## src/rtl/fetch_unit.sv

```systemverilog
// Instruction-fetch stage with IF/ID pipeline register and a single-outstanding imem handshake.
// Optional performance counters are built only when FETCH_PERF_CNT_EN is defined.
//
// state | meaning
// FETCH | request outstanding at pcF; accept, stall-buffer or redirect
// HOLD  | word returned during stall is buffered in hold_instr, no request
// DRAIN | wrong-path request still in flight at drain_addr; wait and discard
module fetch_unit #(
   parameter logic [31:0] RESET_PC = 32'h0000_0000
) (
   input  logic        clk,
   input  logic        rst,
   input  logic        stallD,
   input  logic [1:0]  npcOp,
   input  logic [31:0] rsDataD,
   output logic        imem_req,
   output logic [31:0] imem_addr,
   input  logic        imem_ready,
   input  logic [31:0] imem_rdata,
   output logic [31:0] instrD,
   output logic [31:0] pcD,
   output logic [31:0] pcPlus4D,
   output logic        validD,
   output logic [31:0] perfFetchCnt,
   output logic [31:0] perfSquashCnt
);

   localparam logic [1:0] ST_FETCH = 2'd0;
   localparam logic [1:0] ST_HOLD  = 2'd1;
   localparam logic [1:0] ST_DRAIN = 2'd2;

   localparam logic [1:0] NPC_SEQ = 2'b00;
   localparam logic [1:0] NPC_BR  = 2'b01;
   localparam logic [1:0] NPC_J   = 2'b10;

   logic [1:0]  state_q, state_d;
   logic [31:0] pc_f_q, pc_f_d;
   logic [31:0] drain_addr_q, drain_addr_d;
   logic [31:0] hold_instr_q, hold_instr_d;
   logic [31:0] instr_d_q, instr_d_d;
   logic [31:0] pc_d_q, pc_d_d;
   logic        valid_d_q, valid_d_d;

   logic        redirect;
   logic        load_valid;
   logic [31:0] pc_plus4;
   logic [31:0] br_off;
   logic [31:0] target;

   assign pc_plus4 = pc_d_q + 32'd4;
   assign br_off   = {{14{instr_d_q[15]}}, instr_d_q[15:0], 2'b00};
   assign redirect = valid_d_q & ~stallD & (npcOp != NPC_SEQ);

   always_comb begin
      target = rsDataD & ~32'h3;
      case (npcOp)
         NPC_BR:  target = pc_plus4 + br_off;
         NPC_J:   target = {pc_plus4[31:28], instr_d_q[25:0], 2'b00};
         default: target = rsDataD & ~32'h3;
      endcase
   end

   always_comb begin
      state_d      = state_q;
      pc_f_d       = pc_f_q;
      drain_addr_d = drain_addr_q;
      hold_instr_d = hold_instr_q;
      instr_d_d    = instr_d_q;
      pc_d_d       = pc_d_q;
      valid_d_d    = valid_d_q;
      load_valid   = 1'b0;
      imem_req     = 1'b1;
      imem_addr    = pc_f_q;

      case (state_q)
         ST_FETCH: begin
            if (redirect) begin
               pc_f_d    = target;
               instr_d_d = 32'h0;
               valid_d_d = 1'b0;
               if (!imem_ready) begin
                  drain_addr_d = pc_f_q;
                  state_d      = ST_DRAIN;
               end
            end else if (imem_ready && !stallD) begin
               instr_d_d  = imem_rdata;
               pc_d_d     = pc_f_q;
               valid_d_d  = 1'b1;
               load_valid = 1'b1;
               pc_f_d     = pc_f_q + 32'd4;
            end else if (imem_ready) begin
               hold_instr_d = imem_rdata;
               state_d      = ST_HOLD;
            end else if (!stallD) begin
               instr_d_d = 32'h0;
               valid_d_d = 1'b0;
            end
         end
         ST_HOLD: begin
            imem_req = 1'b0;
            if (redirect) begin
               pc_f_d    = target;
               instr_d_d = 32'h0;
               valid_d_d = 1'b0;
               state_d   = ST_FETCH;
            end else if (!stallD) begin
               instr_d_d  = hold_instr_q;
               pc_d_d     = pc_f_q;
               valid_d_d  = 1'b1;
               load_valid = 1'b1;
               pc_f_d     = pc_f_q + 32'd4;
               state_d    = ST_FETCH;
            end
         end
         ST_DRAIN: begin
            imem_addr = drain_addr_q;
            if (!stallD) begin
               instr_d_d = 32'h0;
               valid_d_d = 1'b0;
            end
            if (imem_ready) begin
               state_d = ST_FETCH;
            end
         end
         default: begin
            state_d = ST_FETCH;
         end
      endcase
   end

   always_ff @(posedge clk) begin
      if (rst) begin
         state_q      <= ST_FETCH;
         pc_f_q       <= RESET_PC;
         drain_addr_q <= 32'h0;
         hold_instr_q <= 32'h0;
         instr_d_q    <= 32'h0;
         pc_d_q       <= 32'h0;
         valid_d_q    <= 1'b0;
      end else begin
         state_q      <= state_d;
         pc_f_q       <= pc_f_d;
         drain_addr_q <= drain_addr_d;
         hold_instr_q <= hold_instr_d;
         instr_d_q    <= instr_d_d;
         pc_d_q       <= pc_d_d;
         valid_d_q    <= valid_d_d;
      end
   end

   assign instrD   = instr_d_q;
   assign pcD      = pc_d_q;
   assign pcPlus4D = pc_plus4;
   assign validD   = valid_d_q;

`ifdef FETCH_PERF_CNT_EN
   logic [31:0] perf_fetch_cnt_q, perf_fetch_cnt_d;
   logic [31:0] perf_squash_cnt_q, perf_squash_cnt_d;

   always_comb begin
      perf_fetch_cnt_d  = perf_fetch_cnt_q + {31'd0, load_valid};
      perf_squash_cnt_d = perf_squash_cnt_q + {31'd0, redirect};
   end

   always_ff @(posedge clk) begin
      if (rst) begin
         perf_fetch_cnt_q  <= 32'h0;
         perf_squash_cnt_q <= 32'h0;
      end else begin
         perf_fetch_cnt_q  <= perf_fetch_cnt_d;
         perf_squash_cnt_q <= perf_squash_cnt_d;
      end
   end

   assign perfFetchCnt  = perf_fetch_cnt_q;
   assign perfSquashCnt = perf_squash_cnt_q;
`else
   logic unused_perf;
   assign unused_perf   = load_valid;
   assign perfFetchCnt  = 32'h0;
   assign perfSquashCnt = 32'h0;
`endif

endmodule

```

## config.mk

```make
export PLATFORM = sky130hd
export DESIGN_NAME = fetch_unit
export DESIGN_NICKNAME = d
export VERILOG_FILES = /design/src/rtl/fetch_unit.sv
export SDC_FILE = /design/constraint.sdc
export NUM_CORES = 1
export LEC_CHECK = 0
export CORE_UTILIZATION = 46
export DETAILED_ROUTE_END_ITERATION = 12
export PLACE_DENSITY_LB_ADDON = 0.25
export SLEW_MARGIN = 25
export SYNTH_ARGS = -nofsm -noshare
export SYNTH_HDL_FRONTEND = slang
export SYNTH_SLANG_ARGS = --single-unit
export TNS_END_PERCENT = 5
```

## constraint.sdc

```tcl
create_clock -name clk -period 3.4 [get_ports clk]
set_input_delay 0.68 -clock clk [delete_from_list [all_inputs] [get_ports clk]]
set_output_delay 0.68 -clock clk [all_outputs]
set_load 0.02 [all_outputs]
```

==> results of run 1 <==
routing by layer:
layer  vias to the layer above  share of wire
li1                       5670              -
met1                      5533           0.41
met2                       562           0.47
met3                        85          0.084
met4                         0          0.041
met5                         -              0
flip-flops by register name, summed over array words and instances, names as in the netlist:
register,count
pc_f_q,32
state_q,2
drain_addr_q,32
instrD,32
pcD,32
validD,1
hold_instr_q,32
final cells by class:
type,instances,share of cell area
clock inverter,14,0.0111
timing repair buffer,397,0.233
clock buffer,18,0.0284
sequential,163,0.217
inverter,24,0.00612
multi-input combinational,1179,0.478
tap,313,0.0259
power groups by stage:
stage | Sequential [uW] | Combinational [uW] | Clock [uW]
6_report | 2000 | 850 | 1960
5_1_grt | 2010 | 913 | 2050
4_1_cts | 2000 | 829 | 1980
3_5_place_dp | 2050 | 822 | 0
3_3_place_gp | 2040 | 813 | 0
2_1_floorplan | 2060 | 502 | 0
worst max-delay path by stage:
stage,from,cells after the start,endpoint
2_1_floorplan,pcD[4]$_SDFFE_PP0P_,16,pc_f_q[29]$_SDFFE_PP0P_
3_3_place_gp,pcD[7]$_SDFFE_PP0P_,16,pc_f_q[30]$_SDFFE_PP0P_
3_5_place_dp,pcD[7]$_SDFFE_PP0P_,16,pc_f_q[30]$_SDFFE_PP0P_
4_1_cts,pcD[7]$_SDFFE_PP0P_,16,pc_f_q[30]$_SDFFE_PP0P_
5_1_grt,pcD[6]$_SDFFE_PP0P_,16,pc_f_q[30]$_SDFFE_PP0P_
6_report,pcD[6]$_SDFFE_PP0P_,16,pc_f_q[30]$_SDFFE_PP0P_
through the flow:
| stage | instance area, sq um | worst slack (ps) |
|---|---|---|
| after global routing | 15100 | -202 |
| after global placement | 14200 | -172 |
| final | 15100 | -95.8 |
| after floorplan | 11300 | -126 |
| after CTS | 14900 | -172 |
| after detailed placement | 14200 | -211 |
cells in the mapped netlist (5+ instances only):
| library cell | number |
|---|---|
| a211oi_1 | 5 |
| a21o_1 | 16 |
| a21oi_1 | 193 |
| a22oi_1 | 42 |
| a311oi_1 | 5 |
| a31oi_1 | 18 |
| and2_1 | 7 |
| and3_1 | 11 |
| and4_1 | 10 |
| buf_4 | 71 |
| clkbuf_1 | 90 |
| clkbuf_8 | 6 |
| dfxtp_1 | 163 |
| ha_1 | 44 |
| inv_1 | 24 |
| mux2_2 | 32 |
| nand2_1 | 265 |
| nand3_1 | 43 |
| nand4_1 | 21 |
| nor2_1 | 138 |
| nor2b_1 | 9 |
| nor3_1 | 41 |
| o211ai_1 | 6 |
| o21a_1 | 9 |
| o21ai_0 | 54 |
| o21bai_1 | 6 |
| o221ai_1 | 8 |
| o22ai_1 | 7 |
| or3_1 | 9 |
| xnor2_1 | 25 |
| xor2_1 | 19 |
worst max-delay path: stages, from the launching register on:
cell       delay (ps)
dfxtp_4           340
and4_4            210
and4_1            190
buf_6             110
nand3_4           120
buf_6             160
nor3_4            190
xor2_4            210
ha_4              240
a21oi_4           140
o21a_1            150
o21ai_2            80
a2111oi_4         370
o311ai_4          190
and3_4            180
or4_1             390
a31oi_1           130
logic make-up after synthesis:
logic type	Yosys count	synth area share
AND/OR/NAND/NOR	582	0.239
AO/OA/AOI/OAI	408	0.233
buffers and inverters	199	0.100
flip-flops	163	0.302
adder cells (fa/ha/maj)	45	0.0528
XOR/XNOR	44	0.0356
multiplexers	36	0.0370
other	1	0.000347
what timing repair did:
item	4_1_cts	5_1_grt
setup buffers	1	6
endpoints found under the setup margin	20	25
pin swaps	12	25
endpoints found under the hold margin	0	0
resized for setup	17	48
==> run summary, run 1 <==
status: finished with violations
failing checks: setup timing
post-layout power: 4810 uW
final setup fails: 5
vias in the first global route: 11,100
final setup TNS: -191 ps
hold path endpoint: drain_addr_q[2]$_SDFFE_PP0P_
Final Max Slew Viols: 0
HPWL Detailed: 28,600 microns
Tmin final: 3500 ps
reg-to-reg endpoint: pc_f_q[30]$_SDFFE_PP0P_
clock skew: 18.0 ps
Num CTS Buffers: 17
P_leak: 0.00607 uW
share of layout cells above drive strength 1: 0.202
Starting DRT DRC Count: 992
cell total after placement: 2,069
Clk pwr share: 0.407
pwr/cell area: 318 nW/um^2
Worst-Skew Late Latency: 440 ps
post-detailed-route wirelength per cell: 18.3 microns
worst setup margin: -95.8 ps
Pre-Repair DR Iteration Count: 5
share of synthesized flip-flops with an asynchronous set or reset: 0
main area contributors after synthesis: dfxtp_1, nand2_1, a21oi_1
Req. time, crit path: 3750 ps
layer with the highest usage: met2
met3 Resource Use GR: 0.0652
Worst Path Arrival: 3850 ps
Die W: 155 microns
full die area: 24,100 sq um
via-per-instance ratio: 5.62
synthesis-to-finish area growth: 39.8%
Hold WS: 452 ps
Synth top area share: 0.302
pin count of the biggest net entering global routing: 72
final antenna-violating net count: 0
synth unique cells: 76
synthesized area: 10,800 sq um
syn_area_per_cell: 7.32 sq um
clock sink count: 163
GRT Util Overall: 0.316
root buf cell: clkbuf_16
dominant synthesized flop cell: dfxtp_1
total wire length: 38,600 microns
Syn Inst Count: 1,478
leading area contributor after synthesis: dfxtp_1
Finished Core Util: 0.662
FILL cells: 2,016
NetSw: 1480 uW
total grt overflow: 0
Non-Filler Instances: 2,108
R2R cell count: 16
Int Pwr: 3330 uW
FF-to-FF Start: pcD[6]$_SDFFE_PP0P_
register area: 3290 sq um
Crit Path Max Fanout: 3
Hold Path Class: register to register
I/O pin count: 264
row cnt: 55
multi-input logic area: 7230 sq um
initial antenna violation count: 0
RSZ-0062 raised after global routing: true
Comb power frac: 0.177
CTS Hold Bufs: 0
register bit total from synthesis: 163
Peak VDD IR: 0.338 mV
sequential-to-total area share from yosys stat: 0.302
Port Buf Inserts: 197
CTS Buffer Depth: 2
Switching Share: 0.308
startpoint types: register
Final Hold Fails: 0
fin crit share: 1.03
number of synthesized flops with an enable pin: 0
Max Cap Viol: 0
most common cell after layout, fill and taps aside: nand2_1
sequential power share: 0.416
reg-to-reg slack, setup: -100 ps
Initial Util: 0.473
Worst-Margin Slew: 960 ps
Max Clock Freq: 286 MHz
Die Y: 155 microns
Hold Startpoint: drain_addr_q[2]$_SDFFE_PP0P_
critical setup path kind: register to register
Reg clk slew, reported paths: 70 ps
first-pass GRT wire length: 59,700 microns
Residual DRC: 0
Crit. End Element: register
most frequent cells in the layout: nand2_1, buf_4, clkdlybuf4s50_1
core area: 22,800 sq um
# diodes: 0
met1 Use GR: 0.403
Synth warnings: 0
cell depth of the worst hold path: 2
# nets final: 1,897
H-tree depth: 4
Slew Limit Headroom: 0.352
CTS tree: done
met2 usage: 0.514
Placer Congestion: 0.953
vias: 11,900
Power figures use the tool's default switching activity.
==> run 2: changes to the inputs <==
--- a/config.mk
+++ b/config.mk
@@ -5,6 +5,7 @@
 export SDC_FILE = /design/constraint.sdc
 export NUM_CORES = 1
 export LEC_CHECK = 0
+export ABC_AREA = 0
 export CORE_UTILIZATION = 46
 export DETAILED_ROUTE_END_ITERATION = 12
 export PLACE_DENSITY_LB_ADDON = 0.25
==> results of run 2 <==
Final layout, timing and power as in run 1 (identical DEF).
